### src/rtl/key_bounce_gen_pkg.sv
// key_bounce_gen_pkg
//   Shared definitions for the bouncing push-button generator:
//   FSM state encoding, LFSR geometry and the idle key level.
package key_bounce_gen_pkg;

    typedef enum logic [2:0] {
        ST_IDLE    = 3'd0,
        ST_PRESS   = 3'd1,
        ST_HOLD    = 3'd2,
        ST_RELEASE = 3'd3,
        ST_SETTLE  = 3'd4
    } state_t;

    localparam int               LFSR_W    = 8;
    // taps 8,6,5,4 -> bits 7,5,4,3
    localparam logic [LFSR_W-1:0] LFSR_TAPS = 8'hB8;
    localparam logic             KEY_IDLE  = 1'b1;

    function automatic int max2(input int a, input int b);
        return (a > b) ? a : b;
    endfunction

endpackage

### src/rtl/key_bounce_gen_if.sv
// key_bounce_gen_if
//   Control/status bundle of the key bounce generator.
//   start   : request one press/release sequence (master -> slave)
//   abort   : terminate the running sequence     (master -> slave)
//   key_out : emulated key level, active-low      (slave -> master)
//   busy    : sequence in progress                (slave -> master)
//   done    : one-cycle completion pulse          (slave -> master)
interface key_bounce_gen_if;
    logic start;
    logic abort;
    logic key_out;
    logic busy;
    logic done;

    modport master (output start, abort, input key_out, busy, done);
    modport slave  (input start, abort, output key_out, busy, done);
endinterface

### src/rtl/key_bounce_gen_lfsr8_step.sv
// lfsr8_step
//   Free-standing 8-bit Fibonacci LFSR (taps 8,6,5,4), shifting left with
//   the feedback bit entering bit 0. Advances only when i_adv is high.
//   clk    : clock
//   rst    : synchronous active-high reset, loads SEED
//   i_adv  : advance one step
//   o_lfsr : current register value
module lfsr8_step
    import key_bounce_gen_pkg::*;
#(
    parameter logic [LFSR_W-1:0] SEED = 8'hA5
) (
    input  logic              clk,
    input  logic              rst,
    input  logic              i_adv,
    output logic [LFSR_W-1:0] o_lfsr
);

    logic [LFSR_W-1:0] r_lfsr;
    logic              w_fb;

    assign w_fb   = ^(r_lfsr & LFSR_TAPS);
    assign o_lfsr = r_lfsr;

    always_ff @(posedge clk) begin
        if (rst)        r_lfsr <= SEED;
        else if (i_adv) r_lfsr <= {r_lfsr[LFSR_W-2:0], w_fb};
    end

endmodule

### src/rtl/key_bounce_gen.sv
// key_bounce_gen
//   Emits one bouncing active-low key press per start request: a burst of
//   2*BOUNCE_N+1 toggles ending low, a stable hold, a release burst ending
//   high, then a stable settle followed by a one-cycle done pulse.
//   clk : clock
//   rst : synchronous active-high reset
//   bus : key_bounce_gen_if.slave (start, abort in; key_out, busy, done out)
module key_bounce_gen
    import key_bounce_gen_pkg::*;
#(
    parameter int                BOUNCE_N   = 3,
    parameter int                GAP_W      = 2,
    parameter int                FIXED_GAP  = 0,
    parameter int                HOLD_CYC   = 16,
    parameter int                SETTLE_CYC = 8,
    parameter logic [LFSR_W-1:0] LFSR_SEED  = 8'hA5
) (
    input  logic             clk,
    input  logic             rst,
    key_bounce_gen_if.slave  bus
);

    localparam int CNT_MAX = max2(max2(HOLD_CYC, SETTLE_CYC), max2(1 << GAP_W, FIXED_GAP));
    localparam int CNT_W   = $clog2(CNT_MAX) + 1;
    localparam int TOG_W   = $clog2(2 * BOUNCE_N + 2);

    localparam logic [CNT_W-1:0] CNT_ONE  = CNT_W'(1);
    localparam logic [CNT_W-1:0] C_HOLD   = CNT_W'(HOLD_CYC);
    localparam logic [CNT_W-1:0] C_SETTLE = CNT_W'(SETTLE_CYC);
    localparam logic [CNT_W-1:0] C_FIXED  = CNT_W'(FIXED_GAP);
    // r_tog holds the number of toggles already made in the burst
    localparam logic [TOG_W-1:0] TOG_LAST = TOG_W'(2 * BOUNCE_N);

    state_t            r_state, w_state_nx;
    logic              r_key,   w_key_nx;
    logic              r_busy,  w_busy_nx;
    logic              r_done,  w_done_nx;
    logic [CNT_W-1:0]  r_cnt,   w_cnt_nx;
    logic [TOG_W-1:0]  r_tog,   w_tog_nx;
    logic              w_adv;
    logic [LFSR_W-1:0] w_lfsr;
    logic [CNT_W-1:0]  w_gap;

    lfsr8_step #(.SEED(LFSR_SEED)) u_lfsr (
        .clk    (clk),
        .rst    (rst),
        .i_adv  (w_adv),
        .o_lfsr (w_lfsr)
    );

    assign w_gap = (FIXED_GAP != 0) ? C_FIXED
                                    : CNT_W'(w_lfsr[GAP_W-1:0]) + CNT_ONE;

    always_ff @(posedge clk) begin
        if (rst) begin
            r_state <= ST_IDLE;
            r_key   <= KEY_IDLE;
            r_busy  <= 1'b0;
            r_done  <= 1'b0;
            r_cnt   <= '0;
            r_tog   <= '0;
        end else begin
            r_state <= w_state_nx;
            r_key   <= w_key_nx;
            r_busy  <= w_busy_nx;
            r_done  <= w_done_nx;
            r_cnt   <= w_cnt_nx;
            r_tog   <= w_tog_nx;
        end
    end

    always_comb begin
        w_state_nx = r_state;
        w_key_nx   = r_key;
        w_busy_nx  = r_busy;
        w_done_nx  = 1'b0;
        w_cnt_nx   = r_cnt;
        w_tog_nx   = r_tog;
        w_adv      = 1'b0;

        if (r_state != ST_IDLE && bus.abort) begin
            w_state_nx = ST_IDLE;
            w_key_nx   = KEY_IDLE;
            w_busy_nx  = 1'b0;
            w_cnt_nx   = '0;
            w_tog_nx   = '0;
        end else begin
            case (r_state)
                ST_IDLE: begin
                    w_key_nx  = KEY_IDLE;
                    w_busy_nx = 1'b0;
                    if (bus.start) begin
                        w_state_nx = ST_PRESS;
                        w_busy_nx  = 1'b1;
                        w_key_nx   = ~KEY_IDLE;
                        w_tog_nx   = TOG_W'(1);
                        w_cnt_nx   = w_gap;
                        w_adv      = 1'b1;
                    end
                end
                ST_PRESS, ST_RELEASE: begin
                    if (r_cnt == CNT_ONE) begin
                        w_key_nx = ~r_key;
                        if (r_tog == TOG_LAST) begin
                            // final toggle of the burst: go straight to the stable phase
                            w_tog_nx = '0;
                            if (r_state == ST_PRESS) begin
                                w_state_nx = ST_HOLD;
                                w_cnt_nx   = C_HOLD;
                            end else begin
                                w_state_nx = ST_SETTLE;
                                w_cnt_nx   = C_SETTLE;
                            end
                        end else begin
                            w_tog_nx = r_tog + TOG_W'(1);
                            w_cnt_nx = w_gap;
                            w_adv    = 1'b1;
                        end
                    end else begin
                        w_cnt_nx = r_cnt - CNT_ONE;
                    end
                end
                ST_HOLD: begin
                    if (r_cnt == CNT_ONE) begin
                        w_state_nx = ST_RELEASE;
                        w_key_nx   = KEY_IDLE;
                        w_tog_nx   = TOG_W'(1);
                        w_cnt_nx   = w_gap;
                        w_adv      = 1'b1;
                    end else begin
                        w_cnt_nx = r_cnt - CNT_ONE;
                    end
                end
                ST_SETTLE: begin
                    if (r_cnt == CNT_ONE) begin
                        w_state_nx = ST_IDLE;
                        w_busy_nx  = 1'b0;
                        w_done_nx  = 1'b1;
                        w_cnt_nx   = '0;
                    end else begin
                        w_cnt_nx = r_cnt - CNT_ONE;
                    end
                end
                default: begin
                    w_state_nx = ST_IDLE;
                    w_key_nx   = KEY_IDLE;
                    w_busy_nx  = 1'b0;
                end
            endcase
        end
    end

    assign bus.key_out = r_key;
    assign bus.busy    = r_busy;
    assign bus.done    = r_done;

endmodule

### src/flat_wrapper.sv
// flat-port wrapper written by rule: the top's interface ports become plain ports
module key_bounce_gen_flat import key_bounce_gen_pkg::*;
#(
    parameter int                BOUNCE_N   = 3,
    parameter int                GAP_W      = 2,
    parameter int                FIXED_GAP  = 0,
    parameter int                HOLD_CYC   = 16,
    parameter int                SETTLE_CYC = 8,
    parameter logic [LFSR_W-1:0] LFSR_SEED  = 8'hA5
)
  (clk, rst, bus_start, bus_abort, bus_key_out, bus_busy, bus_done);
  key_bounce_gen_if bus_i ();
  input  logic clk;
  input  logic rst;
  input wire logic [$bits(bus_i.start)-1:0] bus_start;
  input wire logic [$bits(bus_i.abort)-1:0] bus_abort;
  output wire logic [$bits(bus_i.key_out)-1:0] bus_key_out;
  output wire logic [$bits(bus_i.busy)-1:0] bus_busy;
  output wire logic [$bits(bus_i.done)-1:0] bus_done;
  assign bus_i.start = bus_start;
  assign bus_i.abort = bus_abort;
  assign bus_key_out = bus_i.key_out;
  assign bus_busy = bus_i.busy;
  assign bus_done = bus_i.done;
  key_bounce_gen #(.BOUNCE_N(BOUNCE_N), .GAP_W(GAP_W), .FIXED_GAP(FIXED_GAP), .HOLD_CYC(HOLD_CYC), .SETTLE_CYC(SETTLE_CYC), .LFSR_SEED(LFSR_SEED)) u_core (.clk(clk), .rst(rst), .bus(bus_i));
endmodule
### config.mk
export PLATFORM = sky130hd
export DESIGN_NAME = key_bounce_gen_flat
export DESIGN_NICKNAME = d
export VERILOG_FILES = /design/src/rtl/key_bounce_gen_pkg.sv /design/src/rtl/key_bounce_gen_if.sv /design/src/rtl/key_bounce_gen_lfsr8_step.sv /design/src/rtl/key_bounce_gen.sv /design/src/flat_wrapper.sv
export SDC_FILE = /design/constraint.sdc
export NUM_CORES = 1
export LEC_CHECK = 0
export ABC_CLOCK_PERIOD_IN_PS = 2100
export BUFFER_PORTS_ARGS = -buffer_cell sky130_fd_sc_hd__buf_2
export CAP_MARGIN = 40
export CORE_UTILIZATION = 50
export DETAILED_ROUTE_END_ITERATION = 7
export PLACE_DENSITY = 0.75
export SETUP_SLACK_MARGIN = 0.4
export SYNTH_ARGS = -nofsm -noshare
export SYNTH_HDL_FRONTEND = slang
export SYNTH_SLANG_ARGS = --single-unit
### constraint.sdc
create_clock -name clk -period 2.1 [get_ports clk]
set_input_delay 0.42 -clock clk [delete_from_list [all_inputs] [get_ports clk]]
set_output_delay 0.42 -clock clk [all_outputs]
set_load 0.1 [all_outputs]
**Word level (Yosys, flattened, before mapping)**

Cells that the tools add are included.

- Eq/ne operators: 11
- Bitwise gates (word level): 3
- Multiply operators: 0
- $add $sub $neg: 3
- Div/mod/pow operators: 0
- Shifts and indexed selects: 0
- Multiplexer cells: 30
- Magnitude comparators: 0
- Reduce and logical (&&, ||, !) cells: 15

Operators by type and width:

| operator | count |
|---|---|
| 2-to-1 mux 5 bit | 6 |
| 2-to-1 mux 3 bit | 9 |
| case mux 5 bit (4 select lines) | 1 |
| case mux 3 bit (4 select lines) | 1 |
| 2-to-1 mux 1 bit | 9 |
| case mux 3 bit (3 select lines) | 1 |
| inequality test 2 x 1 -> 1 bit, second input constant | 4 |
| XOR reduction 8 bit | 1 |
| equality test 3 x 2 -> 1 bit, second input constant | 2 |
| equality test 3 bit, second input constant | 2 |
| case mux 1 bit (3 select lines) | 2 |
| nonzero test 3 bit | 2 |
| OR reduction 3 bit | 2 |
| equality test 5 x 1 -> 1 bit, second input constant | 1 |
| AND reduction 5 bit | 1 |
| subtractor 5 x 1 -> 5 bit, second input constant | 1 |
| case mux 1 bit (4 select lines) | 1 |
| AND reduction 2 bit | 2 |
| AND reduction 4 bit | 1 |
| nonzero test 4 bit | 1 |
| OR reduction 2 bit | 2 |
| adder 2 x 1 -> 3 bit, second input constant | 1 |
| adder 3 x 1 -> 3 bit, second input constant | 1 |
| equality test 3 x 1 -> 1 bit, second input constant | 1 |
| other kinds (5) | 7 |

- RAM bits: 0
- Latch bits: 0
- Output and inout bits: 3
- Bits in read-only memories: 0
- Flip-flop bits (word level): 22
- Memories: 0

**Longest topological paths before layout**

- Depth in word-level cells: 5
- Mapped depth: 7
- Gate-level depth less buffers: 6

**Hierarchy**

A second synthesis with hierarchy kept.

- Cells, all modules: 152
- Area, all modules: 1265.0 um^2

By module, submodules not included:

| module | seq. area each (um^2) | cells an instance | area an instance (um^2) | times used |
|---|---|---|---|---|
| key_bounce_gen | 280.3 | 123 | 962.2 | 1 |
| lfsr8_step | 160.2 | 29 | 302.8 | 1 |

**Worst setup path after synthesis**

OpenSTA, ideal clock, no wires.

- Path kind: flip-flop to flip-flop
- Start point: reg u_core.r_cnt[1]
- End point: reg u_core.r_tog[1]
- Clock period less this slack: 1793 ps
- Slack: 307 ps
- Cell stages (with the launch flop): 8
- Arrival time: 1665 ps
- Library setup time: 127 ps
- Buffers on the path: 1
- Cells stage by stage: dfxtp_1 > inv_1 > ha_1 > or4b_4 > buf_6 > a211o_1 > a21oi_1 > a211oi_1

- Longest elaborated chain between the ends: 3
- Elaborated cells on any way between the ends: 4
- Classes of those cells: eq/ne: 3; reduce/logical: 1

Ends and longest elaborated chain:

| element | RTL line | RTL |
|---|---|---|
| from (decl) | key_bounce_gen.sv:38 | `logic [CNT_W-1:0] r_cnt, w_cnt_nx;` |
| from (signal assigned) | key_bounce_gen.sv:67 | `r_cnt <= w_cnt_nx;` |
| equality test 5 x 1 -> 1 bit * | key_bounce_gen.sv:102, key_bounce_gen.sv:124 |  |
| inequality test 2 x 1 -> 1 bit (no source line) | n/a |  |
| AND reduction 4 bit (no source line) * | n/a |  |
| to (signal assigned) | key_bounce_gen.sv:68 | `r_tog <= w_tog_nx;` |
| to (decl) | key_bounce_gen.sv:39 | `logic [TOG_W-1:0] r_tog, w_tog_nx;` |

Mark *: on every way between the ends. The rest lies on a longest branch, timed or not.
A chain may end at the register's enable or synchronous reset.

**Worst setup path after layout**

Same ends and word-level chain as after synthesis.

==> results.yml <==
status:
  outcome: "completed"
power_and_ir_drop:
  p_leak_nw: 0.611
  ir_drop_uv: 619
  power_mw: 1.27
  p_per_area_mw_per_mm2: 831
synthesis:
  synthSimpleGateAreaFrac_pct: 24.2
  synth-async-reset-ratio_pct: 0
  syn_inst: 154
  synth-seq-cells: 22
  avgSynthCellArea_sq_um: 8.32
  synth_top_area_share_pct: 34.4
  synthDistinctLibCells: 46
  ys.flop_type: "dfxtp_1"
  ys_top_cells_by_area: "dfxtp_1, nor2_1, a21oi_1"
  synth-adder-area-share_pct: 2.93
  muxShareOfSynthArea_pct: 3.13
  synth_nets: 161
  ys.warnings.count: 0
  synth_area_leader_cell: "dfxtp_1"
  synth_top_family_by_area: "compound AO/OA/AOI/OAI gates"
  synth-edff-count: 0
  seq_area_frac_synth_pct: 34.4
  syn_area_sq_mm: 0.00128
  synthXorXnorAreaFrac_pct: 3.42
  synth_compound_area_share_pct: 25.4
timing:
  whs_ps: 401
  finalSetupTns_ps: 0
  post-route-period-util_pct: 83.2
  period_minus_slack_ps: 1750
  setup_viol: 0
  max_freq_mhz: 572
  skew_ps: 15.2
  maxSlewViolCount: 0
  tightest_slew_ps: 486
  hold_violations: 0
  maxSlewHeadroom_pct: 67.9
  rsz0062_at_grt: "true"
worst_setup_path:
  end_kind: "flop"
  critical_path_class: "reg -> reg"
  arrival_ps: 1960
  cp_max_fo: 7
  cp.required_ps: 2310
  cp-start-kind: "flop"
placed_design:
  portBuffers: 6
  placed_area_sq_mm: 0.00135
  dp_hpwl_um: 2040
  gp_congestion: 0.836
final_layout:
  final_common_cell: "nor2_1"
  fin_nets: 176
  final_cell_mix: "nor2_1, buf_4, dfxtp_1"
  final_layout_size_suffix_gt1_share_pct: 29.2
  diodes: 0
  n_fill_cell: 185
  area_growth_pct: 19.0
  stdcell_area_sq_mm: 0.00153
floorplanning:
  floorplan.rows: 17
  die_x_um: 52.6
  ios: 7
  die_y_um: 52.6
  die_area_sq_mm: 0.00277
  initial_core_util_pct: 55.3
  core_area_sq_mm: 0.00232
clocking:
  postCtsHoldBufs: 0
  clk_path_buf_depth: 2
  cts-root-buf: "clkbuf_4"
  htree_num_levels: 1
  cts_inserted_buffers: 3
  path_clk_slew_ps: 140
  cts_tree: "yes"
  clock_sinks: 22
  clk-insertion-delay-late_ps: 320
routing:
  drtIter0Drc: 73
  via_count: 1259
  drt_pre_antenna_iters: 4
  final_antenna_net_count: 0
  vias_per_cell: 6.42
  wirelength_um: 3220
  wl_per_cell_um: 16.4
  drc: 0
global_route:
  grtUsageTotal_pct: 26.9
  gr-total-overflow: 0
  grt_max_degree: 18
  grt_pass1_vias: 1123
  grt_pass1_wl_um: 5410
  antenna_found_initial: 0
run:
  drv_cap: 0
min_path:
  hold_path_class: "in -> reg"
==> metal layers <==
| metal | track usage, % | vias up | share of wire, % |
|---|---|---|---|
| met3 | 5.22 | 8 | 7.6 |
| met2 | 44.5 | 56 | 50 |
| met4 | 8.77 | 0 | 1.2 |
| met1 | 34.6 | 594 | 41 |
| met5 | 0 | - | 0 |
| li1 | - | 601 | - |
==> power by group <==
group          switching (mW)  total [mW]  internal (mW)
Clock                   0.141       0.334          0.193
Sequential             0.0571       0.520          0.463
Combinational           0.215       0.414          0.198
==> worst max-delay path: stages (launching register included) <==
cell and delay, ps:
dfxtp_2 350, inv_2 80, ha_4 150, or4b_4 530, a211o_1 330, a21oi_2 120, a211oi_1 70
==> cells in the mapped netlist, types with 2 or more instances <==
cell type and number:
inv_1 5, a211oi_1 2, xnor2_1 4, a31oi_1 3
a21o_1 3, nand4_1 2, a21oi_1 11, o211ai_1 3
nand2_1 6, o22ai_1 2, a41oi_1 2, o21ai_1 2
nor2b_1 3, o31ai_1 3, or3_1 4, buf_6 2
clkbuf_1 6, nor3_1 6, buf_2 4, nand2b_1 4
ha_1 3, dfxtp_1 22, o21ai_0 7, a32oi_1 2
nand3_1 3, mux2i_1 4, nor2_1 17
==> worst paths after layout <==
path / startpoint / to / slack, ps / depth (start not counted)
worst max-delay path: u_core.r_cnt[1] / u_core.r_tog[1] / 350 / 6
worst min register to register: u_core.bus.busy / u_core.bus.busy / 510 / 2
worst min-delay path: rst / u_core.u_lfsr.o_lfsr[1] / 400 / 2
worst max register to register: u_core.r_cnt[1] / u_core.r_tog[1] / 350 / 6
==> flip-flops by register name, summed over array words and instances (netlist names) <==
signal,cells
u_core.bus.done,1
u_core.u_lfsr.o_lfsr,8
u_core.bus.key_out,1
u_core.bus.busy,1
u_core.r_state,3
u_core.r_tog,3
u_core.r_cnt,5
==> logic make-up (layout without fill, tap and decap cells) <==
kind of cell    count (synthesis)  count (layout)
simple gates                   55              55
compound gates                 48              48
flops                          22              22
buf+inv                        17              31
xor+xnor                        5               5
mux                             4               4
fa+ha+maj                       3               3
==> timing repair <==
action | CTS | global route
pin swaps | 5 | 5
setup endpoints to repair | 15 | 18
gates cloned | 0 | 0
resized for setup | 6 | 10
setup buffers | 7 | 3
==> layout make-up <==
class	instances	area [sq um]	share of cell area, %
Clock buffer	3	22.5	1.48
Clock inverter	1	30.0	1.97
Inverter	5	18.8	1.23
Multi-Input combinational cell	115	821	53.8
Sequential cell	22	448	29.4
Tap cell	28	35.0	2.30
Timing Repair Buffer	22	150	9.84
==> metrics by stage <==
| stage | setup WS, ps | util (%) | instances |
|---|---|---|---|
| 2_1_floorplan | 401 | - | 154 |
| 3_3_place_gp | 340 | 58.1 | 182 |
| 3_5_place_dp | 309 | 58.1 | 182 |
| 4_1_cts | 348 | 63.5 | 193 |
| 5_1_grt | 305 | 65.8 | 196 |
| 6_report | 353 | 65.8 | 196 |
(Power assumes the default switching activity.)
